[config.mk]
export PLATFORM = sky130hd
export DESIGN_NAME = uart_tx_arbiter
export DESIGN_NICKNAME = d
export VERILOG_FILES = /design/src/rtl/uart_tx_arbiter.sv
export SDC_FILE = /design/constraint.sdc
export NUM_CORES = 1
export LEC_CHECK = 0
export BUFFER_PORTS_ARGS = -buffer_cell sky130_fd_sc_hd__buf_2
export CORE_UTILIZATION = 30
export DETAILED_ROUTE_END_ITERATION = 6
export GPL_TIMING_DRIVEN = 0
export SYNTH_ARGS = -nofsm -noshare
export SYNTH_HDL_FRONTEND = slang
export SYNTH_SLANG_ARGS = --single-unit
[constraint.sdc]
create_clock -name i_clk -period 2.65 [get_ports i_clk]
set_input_delay 0.3975 -clock i_clk [delete_from_list [all_inputs] [get_ports i_clk]]
set_output_delay 0.3975 -clock i_clk [all_outputs]
set_load 0.05 [all_outputs]
[src/rtl/uart_tx_arbiter.sv]
// Round-robin arbiter sharing one UART transmit user interface between several requesters.
// A grant is held for a whole packet, or until P_MAX_BEATS beats have been sent.
module uart_tx_arbiter #(
    parameter int unsigned P_REQ_NUM    = 4,
    parameter int unsigned P_DATA_WIDTH = 8,
    parameter int unsigned P_MAX_BEATS  = 16
) (
    input  logic                              i_clk,
    input  logic                              i_rst,
    input  logic [P_REQ_NUM*P_DATA_WIDTH-1:0] i_req_data,
    input  logic [P_REQ_NUM-1:0]              i_req_valid,
    input  logic [P_REQ_NUM-1:0]              i_req_last,
    output logic [P_REQ_NUM-1:0]              o_req_ready,
    output logic [P_DATA_WIDTH-1:0]           o_tx_data,
    output logic                              o_tx_valid,
    input  logic                              i_tx_ready,
    output logic [P_REQ_NUM-1:0]              o_grant,
    output logic                              o_busy,
    output logic                              o_trunc
);

    localparam int unsigned IdxW = $clog2(P_REQ_NUM);
    localparam int unsigned CntW = $clog2(P_MAX_BEATS + 1);

    typedef enum logic {StIdle, StXfer} state_e;

    state_e          state_q, state_d;
    logic [IdxW-1:0] gidx_q, gidx_d;
    logic [CntW-1:0] cnt_q, cnt_d;
    logic            trunc_q, trunc_d;
    logic [IdxW-1:0] pick_idx;
    logic            pick_found;
    logic            fire;
    logic            beat_last;
    logic            beat_max;

    // gidx_q doubles as the last-granted index while idle.
    always_comb begin
        int unsigned k;
        logic [IdxW-1:0] kk;
        k          = 0;
        kk         = '0;
        pick_found = 1'b0;
        pick_idx   = gidx_q;
        for (int unsigned i = 1; i <= P_REQ_NUM; i++) begin
            k  = (32'(gidx_q) + i) % P_REQ_NUM;
            kk = IdxW'(k);
            if (!pick_found && i_req_valid[kk]) begin
                pick_found = 1'b1;
                pick_idx   = kk;
            end
        end
    end

    always_comb begin
        o_grant     = '0;
        o_req_ready = '0;
        o_tx_data   = '0;
        o_tx_valid  = 1'b0;
        if (state_q == StXfer) begin
            o_grant[gidx_q]     = 1'b1;
            o_req_ready[gidx_q] = i_tx_ready;
            o_tx_data           = i_req_data[gidx_q*P_DATA_WIDTH +: P_DATA_WIDTH];
            o_tx_valid          = i_req_valid[gidx_q];
        end
    end

    assign o_busy    = (state_q == StXfer);
    assign o_trunc   = trunc_q;
    assign fire      = o_tx_valid & i_tx_ready;
    assign beat_last = i_req_last[gidx_q];
    assign beat_max  = (cnt_q == CntW'(P_MAX_BEATS - 1));

    always_comb begin
        state_d = state_q;
        gidx_d  = gidx_q;
        cnt_d   = cnt_q;
        trunc_d = 1'b0;
        unique case (state_q)
            StIdle: begin
                if (pick_found) begin
                    gidx_d  = pick_idx;
                    cnt_d   = '0;
                    state_d = StXfer;
                end
            end
            StXfer: begin
                if (fire) begin
                    if (beat_last || beat_max) begin
                        state_d = StIdle;
                        cnt_d   = '0;
                        trunc_d = ~beat_last;
                    end else begin
                        cnt_d = cnt_q + 1'b1;
                    end
                end
            end
            default: state_d = StIdle;
        endcase
    end

    always_ff @(posedge i_clk or posedge i_rst) begin
        if (i_rst) begin
            state_q <= StIdle;
            gidx_q  <= IdxW'(P_REQ_NUM - 1);
            cnt_q   <= '0;
            trunc_q <= 1'b0;
        end else begin
            state_q <= state_d;
            gidx_q  <= gidx_d;
            cnt_q   <= cnt_d;
            trunc_q <= trunc_d;
        end
    end

endmodule

==> impl_metrics.py, run 1 <==
metrics = {
    "logic_synthesis": {
        "synth_area_um2": 1080,
        "synthMostInstantiatedCell": "and2_1",
        "synthTopCellsByArea": "mux4_1 17%, dfrtp_1 16%, mux4_2 13%, and2_1 7.5%, ha_1 7.0%",
        "yosysTopAreaCell": "mux4_1",
        "async_flop_share_pct": 100,
        "postSynthCellCount": 106,
        "seq_area_frac_synth_pct": 21.1,
        "synth_common_cells": "13 x and2_1, 8 x inv_1, 7 x dfrtp_1, 7 x mux4_1",
        "synth_top_area_share_pct": 17.1,
        "ys_ff_latch": 9,
        "syn_area_per_cell_um2": 10.2,
        "synth_fp_nets": 155,
        "yosysWarnings": 0,
        "synth_edf_count": 0,
        "yosysUniqueCellTypes": 35,
        "ys.flop_type": "dfrtp_1",
    },
    "setup_path": {
        "path_common_cell": "buf_2",
        "critPathKind": "flop to output pin",
        "arrival_ns": 2.14,
        "crit_chain": "buf_2 > mux4_2 > and2_1 > buf_2",
        "crit_required_ns": 2.25,
        "crit_path_top_delay_cell": "mux4_2",
        "slowest_delay_ns": 0.56,
        "end_kind": "output pin",
        "critical-path-top-delay-family": "multiplexers",
        "worst-path-max-fanout": 17,
        "critPathLaunchType": "flop",
        "crit_buf_inv": 2,
    },
    "floorplanning": {
        "start_util_pct": 31.8,
        "die_y_um": 61.9,
        "core-area_um2": 3390,
        "io_pins": 62,
        "dieArea_um2": 3830,
        "die_w_um": 61.9,
        "rows": 21,
    },
    "final_layout": {
        "antennaDiodeCount": 0,
        "drive_above_1_share_pct": 46.2,
        "fin_nets": 219,
        "areaGrowthSynthToFinish_pct": 35.8,
        "stdcell_count": 215,
    },
    "routing": {
        "drt_iter0_drc": 16,
        "post_drt_wl_per_cell_um": 13.0,
        "finalWirelength_um": 2790,
        "drc": 0,
        "ant_nets": 0,
        "routed_via_density": 5.08,
        "num_vias": 1092,
        "drtPass1Iterations": 4,
    },
    "sta": {
        "min_period_ns": 2.53,
        "hold_viol": 0,
        "rsz0062_at_grt": "no",
        "worstMarginPinSlew_ns": 0.670,
        "drv_slew": 0,
        "worst_slack_ns": 0.116,
        "fin_crit_sh_pct": 95.6,
        "fin_hold_ws_ns": 0.0703,
        "tns_ns": 0,
        "setup_violations": 0,
        "finalClockSkew_ns": 0.0108,
        "slew_headroom_pct": 55.3,
        "clock.fmax_mhz": 395,
    },
    "clock_tree": {
        "htree_levels": 1,
        "clock_sinks": 9,
        "postCtsSetupBuffers": 0,
        "path_clk_slew_ns": 0.07,
        "clkLatencyLatePin_ns": 0.26,
        "cts_tree": "yes",
        "clockBufferDepth": 2,
        "cts_root_buffer": "clkbuf_4",
        "cts_buffers": 3,
    },
    "grt": {
        "grt_pass1_wl_um": 4760,
        "first_global_vias": 1098,
        "grt_max_degree": 11,
        "grt_usage_pct": 16.7,
        "grt-ovfl-total": 0,
        "antenna_found_initial": 0,
    },
    "placement": {
        "post-dp-hpwl_um": 2300,
        "gp_congestion": 0.776,
        "dpl.cell_count": 212,
        "port_buffers": 60,
        "post-place-ws_ns": -0.0619,
    },
    "power": {
        "pwr_density_cell_nw_per_um2": 1260,
        "power_leakage_nw": 0.740,
        "peakVddDrop_uv": 366,
    },
    "job": {
        "maxCapViolCount": 0,
    },
    "hold_path": {
        "hp-class": "primary input to async pin",
    },
    "outcome": {
        "status": "completed",
    },
}
[kinds of logic (layout without fill, tap and decap cells)]
family | Yosys count | after routing | synth area share (%)
compound gates | 17 | 17 | 10.2
mux | 17 | 17 | 33.4
buf+inv | 17 | 80 | 6.85
fa+ha+maj | 6 | 6 | 6.97
flops | 9 | 9 | 21.1
simple gates | 40 | 40 | 21.4
[per-layer routing]
layer,share of wire [%],track usage [%]
met1,43,20.6
met2,52,30.6
met3,4.1,2.90
met4,0.43,3.17
met5,0,0
[registers in the layout, summed over array words and instances (netlist names)]
signal / cells
gidx_q: 2
o_trunc: 1
cnt_q: 5
o_busy: 1
[metrics by stage]
step / util [%] / area [um2] / total power, mW
detailed placement: 42.3 / 1440 / 1.75
finish: 43.2 / 1460 / 1.84
global route: 43.2 / 1460 / 1.98
floorplan: - / 1080 / 1.44
global placement: 42.3 / 1440 / 1.71
CTS: 43.2 / 1460 / 1.86
[cell usage in the layout, fill, tap and decap left out, drive strengths merged, types with 5 or more instances in the layout]
master  Yosys  routed
inv         8       8
and3        5       5
dfrtp       7       7
buf         3      62
nand2       6       6
clkbuf      6       9
ha          6       6
mux4       13      13
and2       13      13
a21oi       6       6
[path summary, 6_finish.rpt]
kind                                        from               endpoint  slack [ns]  cells after the start
max in group asynchronous                  i_rst  gidx_q[1]$_DFFE_PP1P_        2.29                      2
min in group i_clk                    i_tx_ready   cnt_q[2]$_DFFE_PP0P_        0.45                      3
hold reg to reg             cnt_q[4]$_DFFE_PP0P_   cnt_q[4]$_DFFE_PP0P_        0.48                      2
setup reg to reg           gidx_q[1]$_DFFE_PP1P_   cnt_q[0]$_DFFE_PP0P_        0.27                      5
hold / removal                             i_rst   cnt_q[3]$_DFFE_PP0P_        0.07                      2
setup / recovery           gidx_q[1]$_DFFE_PP1P_             o_tx_valid        0.12                      4
[area by class of cell]
class / count / area (um2)
Sequential cell: 9 / 228
Clock inverter: 1 / 5.00
Fill cell: 340 / 1930
Clock buffer: 3 / 22.5
Multi-Input combinational cell: 80 / 776
Tap cell: 46 / 57.6
Inverter: 8 / 30.0
Timing Repair Buffer: 60 / 300
Buffer: 8 / 43.8
[power by group]
part | internal [mW] | switching [mW]
Combinational | 0.533 | 0.973
Sequential | 0.191 | 0.0418
Clock | 0.0556 | 0.0492
[repair_timing]
action                     4_1_cts  5_1_grt
gates resized for setup          1        2
pin swaps                        0        0
hold buffers                     0        0
setup endpoints to repair       10       10
No activity file was read; power rests on OpenSTA's default activity.
==> inputs of run 2 (changes only) <==
--- a/config.mk
+++ b/config.mk
@@ -9,6 +9,7 @@
 export CORE_UTILIZATION = 30
 export DETAILED_ROUTE_END_ITERATION = 6
 export GPL_TIMING_DRIVEN = 0
+export PLACE_DENSITY = 0.69
 export SYNTH_ARGS = -nofsm -noshare
 export SYNTH_HDL_FRONTEND = slang
 export SYNTH_SLANG_ARGS = --single-unit
==> constraint.sdc (replaced) <==
create_clock -name i_clk -period 2.73 [get_ports i_clk]
set_input_delay 0.4095 -clock i_clk [delete_from_list [all_inputs] [get_ports i_clk]]
set_output_delay 0.4095 -clock i_clk [all_outputs]
set_load 0.05 [all_outputs]
==> impl_metrics.py, run 2 (synthesized netlist as in run 1, its figures left out) <==
metrics = {
    "floorplanning": {
        "start_util_pct": 31.8,
        "dieArea_um2": 3830,
        "core-area_um2": 3390,
        "rows": 21,
        "die_w_um": 61.9,
        "io_pins": 62,
        "die_y_um": 61.9,
    },
    "final_layout": {
        "final_common_cell": "buf_2",
        "antennaDiodeCount": 0,
        "drive_above_1_share_pct": 45.6,
        "regMostFlops": "cnt_q",
        "reg_top3": "cnt_q (5), gidx_q (2)",
        "final_cell_mix": "61 x buf_2, 13 x and2_1, 8 x inv_1",
        "fin_nets": 219,
        "fillers": 324,
        "largest_reg_flops": 5,
        "areaGrowthSynthToFinish_pct": 35.4,
        "fin_area_um2": 1460,
    },
    "setup_path": {
        "critPathLaunchType": "flop",
        "crit_required_ns": 2.32,
        "critPathKind": "flop to output pin",
        "end_kind": "output pin",
        "worst-path-max-fanout": 10,
        "arrival_ns": 2.17,
    },
    "power": {
        "pwr_density_cell_nw_per_um2": 1220,
        "peakVddDrop_uv": 308,
        "power_leakage_nw": 0.737,
    },
    "sta": {
        "min_period_ns": 2.58,
        "rsz0062_at_grt": "no",
        "slew_headroom_pct": 54.8,
        "drv_slew": 0,
        "hold_viol": 0,
        "clock.fmax_mhz": 388,
        "worstMarginPinSlew_ns": 0.678,
        "tns_ns": 0,
        "fin_crit_sh_pct": 94.5,
        "finalClockSkew_ns": 0.00396,
        "setup_violations": 0,
    },
    "clock_tree": {
        "cts_buffers": 3,
        "cts_root_buffer": "clkbuf_4",
        "postCtsSetupBuffers": 0,
        "clkLatencyLatePin_ns": 0.26,
        "cts_tree": "yes",
        "clockBufferDepth": 2,
        "clock_sinks": 9,
        "path_clk_slew_ns": 0.06,
        "hold_buffers": 0,
        "htree_levels": 1,
    },
    "grt": {
        "grt_usage_pct": 14.1,
        "grt_pass1_wl_um": 4080,
        "antenna_found_initial": 0,
        "first_global_vias": 953,
        "grt_max_degree": 11,
        "grt-ovfl-total": 0,
    },
    "placement": {
        "gp_congestion": 0.708,
        "placed_area_um2": 1440,
        "port_buffers": 60,
        "post-dp-hpwl_um": 2120,
    },
    "routing": {
        "routed_via_density": 4.96,
        "drtPass1Iterations": 4,
        "post_drt_wl_per_cell_um": 11.8,
        "route.met3.wl_um": 94,
        "drt_iter0_drc": 65,
        "routed.top_layer": "met4",
        "num_vias": 1067,
        "drc": 0,
        "wl_met1_um": 1110,
        "finalWirelength_um": 2540,
        "ant_nets": 0,
        "wl_met2_um": 1300,
    },
    "hold_path": {
        "hp-class": "primary input to async pin",
    },
    "outcome": {
        "status": "completed",
    },
    "job": {
        "maxCapViolCount": 0,
    },
}
run 2: layer usage:
layer / GRT usage, % / vias to the layer above
met2: 25.0 / 30
met1: 18.3 / 505
li1: - / 528
met3: 0.828 / 4
met4: 4.44 / 0
met5: 0 / -
run 2: final cells by class:
cell class              instances  area, um2  share of cell area [%]
plain buffers                   8       41.3                    2.83
clock buffers                   4       26.3                    1.80
inverters                       8       30.0                    2.06
multi-input cells              80        776                    53.2
flip-flops and latches          9        228                    15.6
well taps                      46       57.6                    3.95
repair buffers                 60        300                    20.6
run 2: final timing paths:
check / from / end / slack [ns] / cells after the start
min in group i_clk: i_tx_ready / o_trunc$_DFF_PP0_ / 0.46 / 3
min: i_rst / cnt_q[2]$_DFFE_PP0P_ / 0.09 / 2
max in group asynchronous: i_rst / gidx_q[1]$_DFFE_PP1P_ / 2.34 / 2
max reg2reg: gidx_q[0]$_DFFE_PP1P_ / gidx_q[1]$_DFFE_PP1P_ / 0.32 / 9
max: gidx_q[0]$_DFFE_PP1P_ / o_tx_data[3] / 0.15 / 5
min reg2reg: cnt_q[4]$_DFFE_PP0P_ / cnt_q[4]$_DFFE_PP0P_ / 0.48 / 2
run 2: worst max-delay path, stage by stage, from the launching register on:
cell and delay [ns]:
dfstp_2 0.56, buf_6 0.17, clkbuf_2 0.29, mux4_2 0.53, and2_1 0.16, buf_2 0.20
run 2: what timing repair did:
action                     in CTS  in global routing
resized for setup               1                  0
cloned                          0                  0
setup endpoints to repair       4                  2
run 2: report_power, final:
group / leakage [nW] / internal [mW] / total, mW / switching, mW
combinational: 0.611 / 0.515 / 1.45 / 0.934
clock: 0.0150 / 0.0562 / 0.102 / 0.0453
sequential: 0.111 / 0.185 / 0.224 / 0.0389
total: 0.737 / 0.756 / 1.77 / 1.02
run 2: metrics by stage:
stage | setup slack, ns | utilization, % | std cells | total power, mW | hold slack [ns]
floorplan | 0.361 | - | 106 | 1.40 | 0.236
global placement | 0.0643 | 42.3 | 212 | 1.67 | 0.384
detailed placement | 0.0362 | 42.3 | 212 | 1.69 | 0.383
CTS | 0.134 | 43.2 | 216 | 1.80 | 0.109
global route | 0.0313 | 43.0 | 215 | 1.92 | 0.130
finish | 0.150 | 43.0 | 215 | 1.77 | 0.0946
==> inputs of run 3 (changes only) <==
==> constraint.sdc (replaced) <==
create_clock -name i_clk -period 3.16 [get_ports i_clk]
set_input_delay 0.474 -clock i_clk [delete_from_list [all_inputs] [get_ports i_clk]]
set_output_delay 0.474 -clock i_clk [all_outputs]
set_load 0.05 [all_outputs]
==> impl_metrics.py, run 3 (synthesized netlist as in run 1, its figures left out) <==
metrics = {
    "grt": {
        "grt_max_degree": 11,
        "first_global_vias": 953,
        "grt_usage_pct": 14.1,
        "grt_pass1_wl_um": 4080,
        "grt-ovfl-total": 0,
        "antenna_found_initial": 0,
    },
    "sta": {
        "slew_headroom_pct": 54.8,
        "fin_crit_sh_pct": 90.7,
        "setup_violations": 0,
        "drv_slew": 0,
        "worstMarginPinSlew_ns": 0.678,
        "worst_slack_ns": 0.293,
        "finalClockSkew_ns": 0.00399,
        "hold_viol": 0,
        "rsz0062_at_grt": "no",
        "tns_ns": 0,
        "clock.fmax_mhz": 349,
        "min_period_ns": 2.87,
    },
    "clock_tree": {
        "htree_levels": 1,
        "hold_buffers": 0,
        "clock_sinks": 9,
        "cts_tree": "yes",
        "clockBufferDepth": 2,
        "cts_resized": 0,
        "cts_buffers": 3,
        "path_clk_slew_ns": 0.06,
        "clkLatencyLatePin_ns": 0.26,
        "postCtsSetupBuffers": 0,
        "cts_root_buffer": "clkbuf_4",
    },
    "routing": {
        "post_drt_wl_per_cell_um": 11.9,
        "num_vias": 1066,
        "drt_iter0_drc": 76,
        "ant_nets": 0,
        "finalWirelength_um": 2580,
        "routed_via_density": 4.94,
        "drc": 0,
        "drtPass1Iterations": 4,
    },
    "final_layout": {
        "fin_nets": 220,
        "reg_top3": "cnt_q (5), gidx_q (2)",
        "final_cell_mix": "61 x buf_2, 13 x and2_1, 8 x inv_1",
        "antennaDiodeCount": 0,
        "final_common_cell": "buf_2",
        "areaGrowthSynthToFinish_pct": 35.7,
        "regMostFlops": "cnt_q",
        "drive_above_1_share_pct": 44.7,
        "final_core_util_pct": 43.1,
        "largest_reg_flops": 5,
    },
    "setup_path": {
        "end_kind": "output pin",
        "slowest_delay_ns": 0.57,
        "crit_path_top_delay_cell": "mux4_2",
        "critPathKind": "flop to output pin",
        "arrival_ns": 2.39,
        "worst-path-max-fanout": 10,
        "crit_required_ns": 2.69,
        "crit_chain": "buf_6 > clkbuf_1 > mux4_2 > and2_1 > buf_2",
        "crit_buf_inv": 3,
        "critPathLaunchType": "flop",
        "critical-path-top-delay-family": "buffers and inverters",
    },
    "floorplanning": {
        "dieArea_um2": 3830,
        "die_y_um": 61.9,
        "die_w_um": 61.9,
        "io_pins": 62,
        "start_util_pct": 31.8,
        "rows": 21,
        "core-area_um2": 3390,
    },
    "power": {
        "pwr_density_cell_nw_per_um2": 1050,
        "power_leakage_nw": 0.735,
        "peakVddDrop_uv": 248,
        "total_power_mw": 1.54,
    },
    "job": {
        "maxCapViolCount": 0,
    },
    "hold_path": {
        "hp-class": "primary input to async pin",
    },
    "placement": {
        "port_buffers": 60,
        "gp_congestion": 0.708,
        "post-dp-hpwl_um": 2120,
        "post-place-ws_ns": 0.466,
    },
    "outcome": {
        "status": "completed",
    },
}
==> run 3: changes by cell type in the layout (fill, tap and decap cells not counted), sizes merged <==
cell  change
buf       +1
==> run 3: per-stage QoR <==
| step | hold slack (ns) | cells | instance area [um2] |
|---|---|---|---|
| after global placement | 0.449 | 212 | 1440 |
| after detailed placement | 0.447 | 212 | 1440 |
| after global routing | 0.195 | 216 | 1460 |
| final | 0.160 | 216 | 1460 |
| after floorplan | 0.300 | 106 | 1080 |
| after CTS | 0.174 | 216 | 1460 |
==> run 3: path summary, 6_finish.rpt <==
check / from / endpoint / slack (ns) / cells past startpoint
max in group asynchronous: i_rst / gidx_q[1]$_DFFE_PP1P_ / 2.70 / 2
setup / recovery: gidx_q[0]$_DFFE_PP1P_ / o_tx_data[3] / 0.29 / 5
hold reg to reg: cnt_q[4]$_DFFE_PP0P_ / cnt_q[4]$_DFFE_PP0P_ / 0.48 / 2
min in group i_clk: cnt_q[4]$_DFFE_PP0P_ / cnt_q[4]$_DFFE_PP0P_ / 0.48 / 2
hold / removal: i_rst / cnt_q[2]$_DFFE_PP0P_ / 0.16 / 2
setup reg to reg: gidx_q[0]$_DFFE_PP1P_ / gidx_q[0]$_DFFE_PP1P_ / 0.47 / 9
==> run 3: layout make-up <==
class / count / area (um2)
Sequential cell: 9 / 228
Clock buffer: 4 / 26.3
Buffer: 9 / 43.8
Inverter: 8 / 30.0
Timing Repair Buffer: 60 / 300
Tap cell: 46 / 57.6
Multi-Input combinational cell: 80 / 776
Fill cell: 324 / 1930
==> run 3: power breakdown <==
| group | internal [mW] | leakage, nW | switching (mW) |
|---|---|---|---|
| sequential | 0.160 | 0.111 | 0.0336 |
| clock | 0.0486 | 0.0150 | 0.0389 |
| combinational | 0.446 | 0.609 | 0.812 |
| total | 0.654 | 0.735 | 0.885 |
==> run 3: worst register-to-register path: stages, from the launching register on <==
cell      delay [ns]
dfstp_2         0.56
buf_6           0.17
clkbuf_1        0.48
inv_1           0.18
ha_1            0.34
clkbuf_2        0.20
mux4_1          0.34
nand2b_1        0.11
a211oi_1        0.07
o21bai_1        0.18
==> run 3: routing by layer <==
layer | global-route usage [%] | vias up | share of wire [%] | wire length, um
met5 | 0 | - | 0 | 0
met3 | 0.828 | 4 | 3.2 | 83
li1 | - | 530 | - | -
met2 | 25.0 | 27 | 51 | 1310
met4 | 4.44 | 0 | 1.2 | 31
met1 | 18.3 | 505 | 45 | 1150
